$ cat config.mk
export PLATFORM = sky130hd
export DESIGN_NAME = multicycle_control
export DESIGN_NICKNAME = d
export VERILOG_FILES = /design/src/rtl/multicycle_control.sv
export SDC_FILE = /design/constraint.sdc
export NUM_CORES = 1
export LEC_CHECK = 0
export CORE_UTILIZATION = 50
export CTS_CLUSTER_DIAMETER = 40
export DETAILED_ROUTE_END_ITERATION = 12
export PLACE_DENSITY = 0.8
export SLEW_MARGIN = 20
export SYNTH_ARGS = -nofsm -noshare
export SYNTH_HDL_FRONTEND = slang
export SYNTH_SLANG_ARGS = --single-unit
$ cat constraint.sdc
create_clock -name clk -period 4.9 [get_ports clk]
set_input_delay 0.735 -clock clk [delete_from_list [all_inputs] [get_ports clk]]
set_output_delay 0.735 -clock clk [all_outputs]
set_load 0.01 [all_outputs]
$ cat src/rtl/multicycle_control.sv
// Multicycle MIPS-style control unit: Moore FSM driving datapath strobes, with
// parameterised memory wait states and a retired-instruction counter.
module multicycle_control #(
  parameter int unsigned MEM_WAIT = 0,
  parameter int unsigned CNT_W    = 32
) (
  input  logic             clk,
  input  logic             rst_n,
  input  logic [5:0]       opcode,
  input  logic [5:0]       funct,
  output logic             PCWrite,
  output logic             PCWriteCond,
  output logic             PCWriteCondNot,
  output logic             IorD,
  output logic             MemRead,
  output logic             MemWrite,
  output logic             IRWrite,
  output logic             RegWrite,
  output logic             ALUSrcA,
  output logic             ImmSrc,
  output logic [1:0]       ALUSrcB,
  output logic [1:0]       PCSource,
  output logic [1:0]       RegDst,
  output logic [2:0]       MemToReg,
  output logic [3:0]       ALUOp,
  output logic [3:0]       state,
  output logic             halted,
  output logic [CNT_W-1:0] instr_count
);

  typedef enum logic [3:0] {
    StFetch  = 4'd0,
    StDecode = 4'd1,
    StMemAdr = 4'd2,
    StMemRd  = 4'd3,
    StMemWb  = 4'd4,
    StMemWr  = 4'd5,
    StExec   = 4'd6,
    StAluWb  = 4'd7,
    StBranch = 4'd8,
    StJump   = 4'd9,
    StTrap   = 4'd15
  } state_e;

  localparam logic [5:0] OpR     = 6'b000000;
  localparam logic [5:0] OpLw    = 6'b100011;
  localparam logic [5:0] OpSw    = 6'b101011;
  localparam logic [5:0] OpBeq   = 6'b000100;
  localparam logic [5:0] OpBne   = 6'b000101;
  localparam logic [5:0] OpAddi  = 6'b001000;
  localparam logic [5:0] OpSlti  = 6'b001010;
  localparam logic [5:0] OpSltiu = 6'b001011;
  localparam logic [5:0] OpAndi  = 6'b001100;
  localparam logic [5:0] OpOri   = 6'b001101;
  localparam logic [5:0] OpXori  = 6'b001110;
  localparam logic [5:0] OpLui   = 6'b001111;
  localparam logic [5:0] OpJ     = 6'b000010;
  localparam logic [5:0] OpJal   = 6'b000011;
  localparam logic [5:0] FnJr    = 6'b001000;

  localparam logic [3:0] AluAdd  = 4'b0000;
  localparam logic [3:0] AluSub  = 4'b0001;
  localparam logic [3:0] AluRtyp = 4'b0010;
  localparam logic [3:0] AluAnd  = 4'b0011;
  localparam logic [3:0] AluOr   = 4'b0100;
  localparam logic [3:0] AluXor  = 4'b0101;
  localparam logic [3:0] AluSlt  = 4'b0110;
  localparam logic [3:0] AluLui  = 4'b0111;
  localparam logic [3:0] AluSltu = 4'b1000;

  localparam logic [3:0] WaitLast = 4'(MEM_WAIT);

  state_e           state_q, state_d;
  logic [3:0]       wait_q, wait_d;
  logic [CNT_W-1:0] count_q, count_d;
  logic             wait_last;
  logic             retire;

  assign wait_last = (wait_q == WaitLast);

  always_comb begin
    state_d = state_q;
    case (state_q)
      StFetch:  if (wait_last) state_d = StDecode;
      StDecode: begin
        case (opcode)
          OpLw, OpSw:   state_d = StMemAdr;
          OpBeq, OpBne: state_d = StBranch;
          OpJ, OpJal:   state_d = StJump;
          OpR:          state_d = (funct == FnJr) ? StJump : StExec;
          OpAddi, OpSlti, OpSltiu, OpAndi, OpOri, OpXori, OpLui: state_d = StExec;
          default:      state_d = StTrap;
        endcase
      end
      StMemAdr: state_d = (opcode == OpLw) ? StMemRd : StMemWr;
      StMemRd:  if (wait_last) state_d = StMemWb;
      StMemWb:  state_d = StFetch;
      StMemWr:  if (wait_last) state_d = StFetch;
      StExec:   state_d = StAluWb;
      StAluWb, StBranch, StJump: state_d = StFetch;
      StTrap:   state_d = StTrap;
      default:  state_d = StFetch;
    endcase
  end

  // Only instruction-completing states ever move to FETCH, so this is the retire condition.
  assign retire  = (state_d == StFetch) && (state_q != StFetch);
  // Any state change restarts the wait counter; only FETCH/MEMRD/MEMWR actually use it.
  assign wait_d  = (state_d != state_q) ? 4'd0 : wait_q + 4'd1;
  assign count_d = retire ? count_q + CNT_W'(1) : count_q;

  always_ff @(posedge clk) begin
    if (!rst_n) begin
      state_q <= StFetch;
      wait_q  <= 4'd0;
      count_q <= '0;
    end else begin
      state_q <= state_d;
      wait_q  <= wait_d;
      count_q <= count_d;
    end
  end

  always_comb begin
    PCWrite        = 1'b0;
    PCWriteCond    = 1'b0;
    PCWriteCondNot = 1'b0;
    IorD           = 1'b0;
    MemRead        = 1'b0;
    MemWrite       = 1'b0;
    IRWrite        = 1'b0;
    RegWrite       = 1'b0;
    ALUSrcA        = 1'b0;
    ImmSrc         = 1'b0;
    ALUSrcB        = 2'b00;
    PCSource       = 2'b00;
    RegDst         = 2'b00;
    MemToReg       = 3'b000;
    ALUOp          = AluAdd;
    halted         = 1'b0;
    case (state_q)
      StFetch: begin
        MemRead = 1'b1;
        ALUSrcB = 2'b01;
        // Gated by rst_n so a held reset never latches an instruction.
        IRWrite = wait_last & rst_n;
        PCWrite = wait_last & rst_n;
      end
      StDecode: ALUSrcB = 2'b11;
      StMemAdr: begin
        ALUSrcA = 1'b1;
        ALUSrcB = 2'b10;
      end
      StMemRd: begin
        IorD    = 1'b1;
        MemRead = 1'b1;
      end
      StMemWb: begin
        MemToReg = 3'b001;
        RegWrite = 1'b1;
      end
      StMemWr: begin
        IorD     = 1'b1;
        MemWrite = 1'b1;
      end
      StExec: begin
        ALUSrcA = 1'b1;
        if (opcode == OpR) begin
          ALUSrcB = 2'b00;
          ALUOp   = AluRtyp;
        end else begin
          ALUSrcB = 2'b10;
          case (opcode)
            OpSlti:  ALUOp = AluSlt;
            OpSltiu: ALUOp = AluSltu;
            OpAndi:  ALUOp = AluAnd;
            OpOri:   ALUOp = AluOr;
            OpXori:  ALUOp = AluXor;
            OpLui:   ALUOp = AluLui;
            default: ALUOp = AluAdd;
          endcase
          ImmSrc = (opcode == OpAndi) || (opcode == OpOri) || (opcode == OpXori);
        end
      end
      StAluWb: begin
        RegWrite = 1'b1;
        RegDst   = (opcode == OpR) ? 2'b01 : 2'b00;
      end
      StBranch: begin
        ALUSrcA        = 1'b1;
        ALUOp          = AluSub;
        PCSource       = 2'b01;
        PCWriteCond    = (opcode == OpBeq);
        PCWriteCondNot = (opcode == OpBne);
      end
      StJump: begin
        PCWrite  = 1'b1;
        PCSource = (opcode == OpR) ? 2'b11 : 2'b10;
        if (opcode == OpJal) begin
          RegWrite = 1'b1;
          RegDst   = 2'b10;
          MemToReg = 3'b010;
        end
      end
      StTrap:  halted = 1'b1;
      default: ;
    endcase
  end

  assign state       = state_q;
  assign instr_count = count_q;

endmodule

* Word-level counts from Yosys, hierarchy flattened *
Index checks and enable logic that the tools add are counted.

storage, ports and cells
  memories = 0
  bits in registers = 40
  output and inout port bits = 60
  latch bits = 0
  ROM bits = 0
  memory bits (writable) = 0

cells by class
  muxes and demuxes = 32
  eq/ne operators = 25
  divide/modulo/power cells = 0
  multipliers = 0
  bitwise logic cells = 2
  $lt $le $gt $ge = 0
  reductions and logical operators = 17
  shift-type cells = 0
  $add $sub $neg = 2

operators with widths
  cell                                                 number
  equality test 6 x 4 -> 1 bit, second input constant  8
  adder 32 x 1 -> 32 bit, second input constant        1
  case mux 4 bit (7 select lines)                      1
  case mux 4 bit (6 select lines)                      1
  2-to-1 mux 4 bit                                     5
  case mux 4 bit (5 select lines)                      1
  equality test 4 x 3 -> 1 bit, second input constant  4
  OR reduction 2 bit                                   7
  2-to-1 mux 1 bit                                     13
  equality test 4 bit, second input constant           3
  equality test 6 x 2 -> 1 bit, second input constant  2
  equality test 6 x 3 -> 1 bit, second input constant  2
  equality test 6 bit, second input constant           2
  zero test 4 bit                                      3
  case mux 2 bit (2 select lines)                      3
  equality test 4 x 2 -> 1 bit, second input constant  2
  case mux 2 bit (4 select lines)                      1
  case mux 4 bit (2 select lines)                      1
  OR reduction 7 bit                                   1
  zero test 6 bit                                      1
  2-to-1 mux 2 bit                                     3
  adder 4 x 1 -> 4 bit, second input constant          1
  equality test 4 x 1 -> 1 bit, second input constant  1
  inequality test 4 bit                                1
  8 further kinds                                      10

* Logic depth before layout (Yosys ltp) *
Gate-level depths: netlist (run 1).

  word-level depth = 6
  mapped depth = 9
  gate-level depth less buffers = 8

* Worst setup path before layout (run 1) *
Ideal clock, no wire load.

  path type = input to output
  start point = input port opcode[3]
  end point = output port PCSource[0]
  required time = 4165 ps
  stages on the path = 4
  path slack = 2346 ps
  arrival = 1819 ps
  cell sequence = buf_2 nor4_2 nand2_1 a211oi_1

between the ends
  longest elaborated chain between the ends = 3

RTL lines
  item                             line  source
  start: declaration               9     input logic [5:0] opcode,
  zero test 6 bit                  198   PCSource = (opcode == OpR) ? 2'b11 : 2'b10;
  2-to-1 mux 1 bit                 198
  case mux 2 bit (2 select lines)  141   case (state_q)
  end: declaration                 22    output logic [1:0] PCSource,

No other way between the ends.

* Final worst setup path (run 1) *
  start point = input port opcode[2]
  end point = output port PCSource[0]

The elaborated chain is that of the path after synthesis.

==> impl_metrics.ini, run 1 <==
[timing]
period_share_pct = 74.6
setup_tns_ns = 0
max_freq_mhz = 274
hold_viol_final = 0
post-route-worst-setup-slack_ns = 1.24
maxSlewHeadroom_pct = 47.0
drv_slew = 0
finalClockSkew_ns = 0.0151
tightestPinTransition_ns = 0.789
min_period_ns = 3.66
rsz0062_at_grt = false
setup_violations = 0

[placed_design]
dp.final_hpwl_um = 5380
gp_congestion = 0.871
portBuffers = 72
post-place-ws_ns = 1.26

[grt]
grt-ovfl-total = 0
grt_max_degree = 71
first_global_vias = 2758
grt_pass1_wl_um = 12800
gr-usage-all-layers_pct = 24.0
antenna_found_initial = 0

[die]
die_w_um = 82.6
core_area_um2 = 6100
num_rows = 28
io-pin-count = 74
dieArea_um2 = 6810
die_h_um = 82.6
start_util_pct = 53.2

[yosys]
synth_common_cells = nand2_1 (52), dfxtp_1 (40), nand2b_1 (36)
ys_ff_latch = 40
netlist.area_leader.share_pct = 24.7
synth.distinct_cells = 58
synth_most_common_cell = nand2_1
synth_fa_ha_area_share_pct = 1.16
ys_seq_area_share_pct = 24.7
synth-edff-count = 0
synthSimpleGateAreaFrac_pct = 48.4
synthXorXnorAreaFrac_pct = 0.810
syn_inst = 393
syn_avg_cell_area_um2 = 8.26
synth_compound_area_share_pct = 7.40
synth_top_family_by_area = simple AND/OR/NAND/NOR gates
ys_warn_count = 0
ys.flop_type = dfxtp_1
synth_area_leader_cell = dfxtp_1
synth_area_um2 = 3240
synthArstFlopShare_pct = 0
synth.net_count = 410
synth_area_leaders = dfxtp_1 (25%), nor4_2 (11%), mux2i_1 (9.9%)
synth_mux_area_share_pct = 10.9

[flow_run]
maxCapViolCount = 0

[route]
drt-total-wl_um = 7850
drt_pre_antenna_iters = 4
routed-via-count = 3111
viasPerCell = 5.98
drc_errors = 0
drt_iter0_drc = 175
wl_per_cell_um = 15.1
route.antenna.remaining_nets = 0

[cts]
postCtsHoldBufs = 0
post_cts_resized = 0
cts_buffers = 5
cts_root_buffer = clkbuf_8
clk_pin_slew_ns = 0.07
h-tree-depth = 2
postCtsSetupBuffers = 0
clk_latency_ns = 0.30
cts.sinks = 40
cts_buffer_depth = 2
cts_tree = done

[critical_path]
arrival_ns = 2.92
worstPathRequired_ns = 4.16
crit_start = opcode[2]
r2r_start = state[3]
cpMaxStageDelayCell = clkdlybuf4s50_1
cp_max_fo = 15
ff2ff_path_depth = 7
cp_common_cell = clkdlybuf4s50_1
cp_cell_sequence = clkdlybuf4s50_1 > nor4_2 > nand2_1 > a211oi_1 > clkdlybuf4s50_1
r2r_setup_slack_ns = 1.97
end_kind = primary output
max_stage_delay_ns = 0.64
regToRegEndpoint = instr_count[5]
critPathCapture = PCSource[0]
critical_path.startpoint_type = input port
worstSetupPathType = in -> out

[power]
p_total_mw = 1.43
peakVddDrop_mv = 0.334
p_per_area_nw_per_um2 = 357
leakagePower_nw = 1.28

[outcome]
status = complete, no violations

[final_layout]
drive_above_1_share_pct = 14.2
area.growth.synth_to_final_pct = 23.2
diodes = 0
nNetsFinal = 461

[min_path]
hp-class = reg -> reg
whs_path_depth = 2
-- how the worst min path moves through the flow --
stage	from	to	slack [ns]
after floorplan	wait_q[0]	wait_q[0]	0.45
after global placement	instr_count[31]	instr_count[31]	0.45
after detailed placement	instr_count[31]	instr_count[31]	0.46
after CTS	instr_count[31]	instr_count[31]	0.48
after global routing	instr_count[31]	instr_count[31]	0.51
final	instr_count[31]	instr_count[31]	0.48
-- power breakdown --
part	internal, mW	switching (mW)
registers	0.346	0.0749
clock network	0.0994	0.124
logic	0.290	0.491
total	0.736	0.689
-- cells in the final DEF, fill, tap and decap left out, types with 2 or more instances in the layout --
cell type	Yosys	layout
nor2b_1	5	5
nand2_1	52	52
ha_1	3	3
nor3_2	2	2
nor4_2	29	29
clkbuf_8	0	5
dfxtp_1	40	40
nand3_1	18	18
a22oi_1	2	2
a31oi_1	2	2
and3_1	13	13
nand3b_1	2	2
a211oi_1	2	2
nand2b_1	36	36
nor3_1	16	16
nand4_1	18	18
inv_1	7	7
and2_1	2	2
nor4_1	3	3
o21a_1	2	2
o21ai_0	3	3
nor3b_1	3	3
mux2_2	3	3
nor2_1	20	20
xnor2_1	2	2
o41ai_1	2	2
a21oi_1	9	9
clkinv_2	0	2
mux2i_1	32	32
nor3b_2	2	2
and4_1	6	6
clkdlybuf4s50_1	0	71
o21bai_1	2	2
buf_4	4	4
-- critical path, delay by kind of cell --
kind | cells | cell delay (ns)
buffers and inverters | 2 | 1.21
AND/OR/NAND/NOR | 2 | 0.73
AO/OA/AOI/OAI | 1 | 0.25
-- sequential cells by signal, summed over array words and instances (netlist names) --
register and flops:
instr_count 32, wait_q 4, state 4
-- routing by layer --
metal / track usage [%] / share of wire [%]
met5: 0 / 0
met4: 7.24 / 1.2
met3: 4.40 / 5.6
met2: 40.2 / 49
met1: 31.1 / 44
-- cell families after synthesis --
family          Yosys count
compound gates           31
xor+xnor                  3
fa+ha+maj                 3
buf+inv                  40
flops                    40
mux                      35
other cells               1
simple gates            240
-- per-stage QoR --
step,hold WS (ns),cells,cell area (um2),utilization [%]
floorplan,0.453,393,3240,-
global placement,0.455,512,3910,64.1
detailed placement,0.465,512,3910,64.1
CTS,0.479,520,4000,65.6
global route,0.512,520,4000,65.6
finish,0.475,520,4000,65.6
-- final cells by class --
class / count / area (um2)
Tap cell: 75 / 93.8
Timing Repair Buffer: 76 / 746
Inverter: 8 / 30.0
Clock inverter: 3 / 18.8
Sequential cell: 40 / 801
Fill cell: 529 / 2100
Multi-Input combinational cell: 313 / 2240
Clock buffer: 5 / 68.8
Note: power is estimated with default switching activity, not from simulation.
==> run 2: changes to the inputs <==
==> constraint.sdc (replaced) <==
create_clock -name clk -period 3.8 [get_ports clk]
set_input_delay 0.57 -clock clk [delete_from_list [all_inputs] [get_ports clk]]
set_output_delay 0.57 -clock clk [all_outputs]
set_load 0.01 [all_outputs]
==> impl_metrics.ini, run 2 (same netlist as run 1, synthesis figures left out) <==
[outcome]
status = complete, no violations

[die]
core_area_um2 = 6100
io-pin-count = 74
num_rows = 28
die_h_um = 82.6
die_w_um = 82.6
dieArea_um2 = 6810
start_util_pct = 53.2

[route]
drt_pre_antenna_iters = 5
viasPerCell = 5.96
route.antenna.remaining_nets = 0
wl_per_cell_um = 15.0
drt_iter0_drc = 211
drc_errors = 0
routed-via-count = 3106
drt-total-wl_um = 7790

[grt]
grt_max_degree = 70
grt-ovfl-total = 0
grt_use_met1_pct = 30.7
first_global_vias = 2851
use_met3_pct = 3.74
grt_pass1_wl_um = 13200
antenna_found_initial = 0
grt-busiest-layer = met2
gr-usage-all-layers_pct = 24.2
grtUsageMet2_pct = 42.1

[timing]
rsz0062_at_grt = false
finalClockSkew_ns = 0.00503
holdWs_ns = 0.472
drv_slew = 0
setup_tns_ns = 0
hold_viol_final = 0
min_period_ns = 3.34
setup_violations = 0
max_freq_mhz = 299
tightestPinTransition_ns = 0.737
maxSlewHeadroom_pct = 50.8
period_share_pct = 88.0

[cts]
post_cts_resized = 0
cts_buffer_depth = 2
cts.sinks = 40
postCtsHoldBufs = 0
cts_root_buffer = clkbuf_8
postCtsSetupBuffers = 0
cts_tree = done
cts_buffers = 5
clk_pin_slew_ns = 0.08
clk_latency_ns = 0.29
h-tree-depth = 2

[critical_path]
cp_max_fo = 15
worstPathRequired_ns = 3.23
r2r_setup_slack_ns = 1.11
arrival_ns = 2.77
critical_path.startpoint_type = input port
end_kind = primary output
worstSetupPathType = in -> out

[final_layout]
diodes = 0
nNetsFinal = 462
drive_above_1_share_pct = 14.1
layout_common_cells = clkdlybuf4s50_1 (71), nand2_1 (52), dfxtp_1 (40)
largest_reg_flops = 32
area.growth.synth_to_final_pct = 24.0
final_common_cell = clkdlybuf4s50_1

[flow_run]
maxCapViolCount = 0

[placed_design]
dp.final_hpwl_um = 5370
portBuffers = 72
gp_congestion = 0.894

[min_path]
hp-class = reg -> reg

[power]
p_per_area_nw_per_um2 = 469
leakagePower_nw = 1.29
peakVddDrop_mv = 0.496
p_total_mw = 1.89
run 2: cell types whose count changed in the layout (fill, tap and decap cells not counted), sizes merged:
| cell | delta |
|---|---|
| clkinv | -3 |
| buf | +1 |
| clkbuf | +2 |
| clkinvlp | +1 |
run 2: final timing paths:
| path | startpoint | depth (start not counted) | endpoint |
|---|---|---|---|
| worst min-delay path | instr_count[31] | 2 | instr_count[31] |
| worst min register to register | instr_count[31] | 2 | instr_count[31] |
| worst max-delay path | opcode[2] | 5 | PCSource[0] |
| worst max register to register | wait_q[0] | 8 | instr_count[20] |
run 2: critical path, stage by stage:
cell and delay (ns):
clkdlybuf4s50_1 0.63, nor4_2 0.55, nand2_1 0.19, a211oi_1 0.26, clkdlybuf4s50_1 0.57
run 2: per-stage QoR:
stage,instance area [um2],util (%),worst slack [ns],cells
floorplan,3240,-,1.44,393
global route,4020,66.0,0.238,521
detailed placement,3930,64.4,0.451,513
global placement,3930,64.4,0.571,513
finish,4020,66.0,0.458,521
CTS,4020,66.0,0.454,521
run 2: final cells by class:
| class | instances | area (um2) |
|---|---|---|
| clock inverters | 1 | 7.51 |
| flip-flops and latches | 40 | 801 |
| well taps | 75 | 93.8 |
| inverters | 8 | 30.0 |
| repair buffers | 77 | 766 |
| clock buffers | 7 | 86.3 |
| fillers | 538 | 2070 |
| multi-input cells | 313 | 2240 |
run 2: per-layer routing:
| layer | wire [um] | up-vias |
|---|---|---|
| li1 | - | 1528 |
| met1 | 3420 | 1473 |
| met2 | 3910 | 94 |
| met3 | 365 | 11 |
| met4 | 95 | 0 |
| met5 | 0 | - |
run 2: where the power goes:
group / internal (mW) / switching, mW / total (mW)
Sequential: 0.447 / 0.0934 / 0.540
Clock: 0.148 / 0.153 / 0.300
Combinational: 0.403 / 0.645 / 1.05
Total: 0.998 / 0.890 / 1.89
==> run 3: changes to the inputs <==
--- a/config.mk
+++ b/config.mk
@@ -5,10 +5,10 @@
 export SDC_FILE = /design/constraint.sdc
 export NUM_CORES = 1
 export LEC_CHECK = 0
-export CORE_UTILIZATION = 50
+export ABC_AREA = 1
+export CORE_UTILIZATION = 30
 export CTS_CLUSTER_DIAMETER = 40
 export DETAILED_ROUTE_END_ITERATION = 12
-export PLACE_DENSITY = 0.8
 export SLEW_MARGIN = 20
 export SYNTH_ARGS = -nofsm -noshare
 export SYNTH_HDL_FRONTEND = slang
==> impl_metrics.ini, run 3 <==
[timing]
setup_violations = 0
finalClockSkew_ns = 0.00764
maxSlewHeadroom_pct = 60.6
period_share_pct = 86.4
min_period_ns = 3.28
max_freq_mhz = 305
drv_slew = 0
hold_viol_final = 0
tightestPinTransition_ns = 0.591
setup_tns_ns = 0
rsz0062_at_grt = false
holdWs_ns = 0.462

[grt]
grt_pass1_wl_um = 13600
grt-ovfl-total = 0
grt_max_degree = 38
gr-usage-all-layers_pct = 16.9
antenna_found_initial = 0
first_global_vias = 2866

[final_layout]
diodes = 0
area.growth.synth_to_final_pct = 31.3
layoutNonFillerInstCount = 654
layout_common_cells = nand2_1 (121), clkdlybuf4s50_1 (72), nor2_1 (67)
largest_reg_flops = 32
nNetsFinal = 541
fillerInstances = 965
final_common_cell = nand2_1
drive_above_1_share_pct = 8.19

[die]
dieArea_um2 = 9910
die_w_um = 99.5
die_h_um = 99.5
core_area_um2 = 9240
io-pin-count = 74
num_rows = 35
start_util_pct = 30.9

[route]
wl_per_cell_um = 12.1
drt_pre_antenna_iters = 4
routed-via-count = 3070
drt-total-wl_um = 7900
drc_errors = 0
drt_iter0_drc = 129
route.antenna.remaining_nets = 0
viasPerCell = 4.69

[critical_path]
cpMaxStageDelayCell = clkdlybuf4s50_1
cp_cell_sequence = clkdlybuf4s50_1 > nor2_2 > inv_1 > nor2_1 > nand2_1 > o21ai_0 > o21ai_0 > inv_1 > clkdlybuf4s50_1
worstSetupPathType = in -> out
arrival_ns = 2.71
worstPathRequired_ns = 3.23
cp_max_fo = 13
r2r_setup_slack_ns = 1.44
max_stage_delay_ns = 0.53
critical_path.startpoint_type = input port
end_kind = primary output

[yosys]
synthArstFlopShare_pct = 0
netlist.area_leader.share_pct = 28.1
synth_area_leader_cell = dfxtp_1
synth_area_leaders = dfxtp_1 (28%), nand2_1 (16%), nor2_1 (8.8%)
synth.distinct_cells = 32
synth-edff-count = 0
synth_common_cells = nand2_1 (121), nor2_1 (67), inv_1 (45)
ys_seq_area_share_pct = 28.1
ys_ff_latch = 40
synth_most_common_cell = nand2_1
ys_warn_count = 0
syn_avg_cell_area_um2 = 6.26
synth_area_um2 = 2850
syn_inst = 456
ys.flop_type = dfxtp_1
synth.net_count = 473

[cts]
cts.sinks = 40
cts_buffer_depth = 2
post_cts_resized = 0
cts_root_buffer = clkbuf_8
clk_latency_ns = 0.29
h-tree-depth = 2
postCtsHoldBufs = 0
cts_buffers = 5
cts_tree = done
postCtsSetupBuffers = 0
clk_pin_slew_ns = 0.07

[placed_design]
gp_congestion = 0.936
place_inst = 646
portBuffers = 72
dp.final_hpwl_um = 6230

[power]
p_comb_share_pct = 45.2
peakVddDrop_mv = 0.218
p_per_area_nw_per_um2 = 383
clkPwrFrac_pct = 20.2
p_sw_mw = 0.592
swShare_pct = 41.2
internal-power_mw = 0.845
p_seq_share_pct = 34.6
leakagePower_nw = 1.43

[min_path]
hp-class = reg -> reg

[flow_run]
maxCapViolCount = 0

[outcome]
status = complete, no violations
==> run 3: cell count changes after synthesis, sizes merged, moves of 14 or more <==
cell and delta:
buf -14, nand2 +81, mux2i -32, a21oi +26, inv +39, nor4 -28, nor2 +53, nand2b -36
xor2 +15
==> run 3: final timing paths <==
check            start        endpoint  cells past startpoint
max reg2reg   state[3]  instr_count[7]                      9
min          wait_q[0]       wait_q[0]                      1
min reg2reg  wait_q[0]       wait_q[0]                      1
max          opcode[5]        ALUOp[1]                      9
==> run 3: logic make-up after synthesis <==
logic type	Yosys count	share of synthesized area (%)
DFF	40	28.1
and+or+nand+nor	269	41.3
adders and majority gates	3	1.32
buffers and inverters	61	9.51
xor gates and xnor gates	29	8.90
other	1	0.131
AOI/OAI and AO/OA	53	10.7
==> run 3: final cells by class <==
type | count | area (um2) | area share (%)
clock buffer | 6 | 82.6 | 2.20
timing repair buffer | 73 | 728 | 19.4
sequential | 40 | 801 | 21.4
inverter | 49 | 184 | 4.91
multi-input combinational | 355 | 1780 | 47.5
tap | 129 | 161 | 4.31
clock inverter | 2 | 10.0 | 0.267
==> run 3: routing by layer <==
layer  vias to the layer above  share of wire [%]  global-route usage, %
met3                         8                4.4                   2.39
met4                         0               0.99                   3.73
met5                         -                  0                      0
met2                        84                 44                   27.2
li1                       1600                  -                      -
met1                      1378                 51                   23.8
==> run 3: power groups by stage <==
stage	Sequential (mW)	Combinational, mW	Clock [mW]
2_1_floorplan	0.505	0.435	0
3_3_place_gp	0.505	0.644	0
3_5_place_dp	0.506	0.653	0
4_1_cts	0.496	0.655	0.309
5_1_grt	0.506	0.724	0.326
6_report	0.497	0.650	0.290
==> run 3: worst max-delay path, delay by kind of cell <==
kind / cells / cell delay [ns]
AND/OR/NAND/NOR: 3 / 0.67
AO/OA/AOI/OAI: 2 / 0.34
buffers and inverters: 4 / 1.14
==> run 3: stage by stage <==
| step | area [um2] | power [mW] | utilization, % | setup slack (ns) |
|---|---|---|---|---|
| 6_report | 3750 | 1.44 | 40.6 | 0.516 |
| 3_3_place_gp | 3660 | 1.15 | 39.6 | 0.540 |
| 3_5_place_dp | 3660 | 1.16 | 39.6 | 0.559 |
| 4_1_cts | 3750 | 1.46 | 40.6 | 0.549 |
| 2_1_floorplan | 2850 | 0.941 | - | 1.72 |
| 5_1_grt | 3750 | 1.56 | 40.6 | 0.295 |
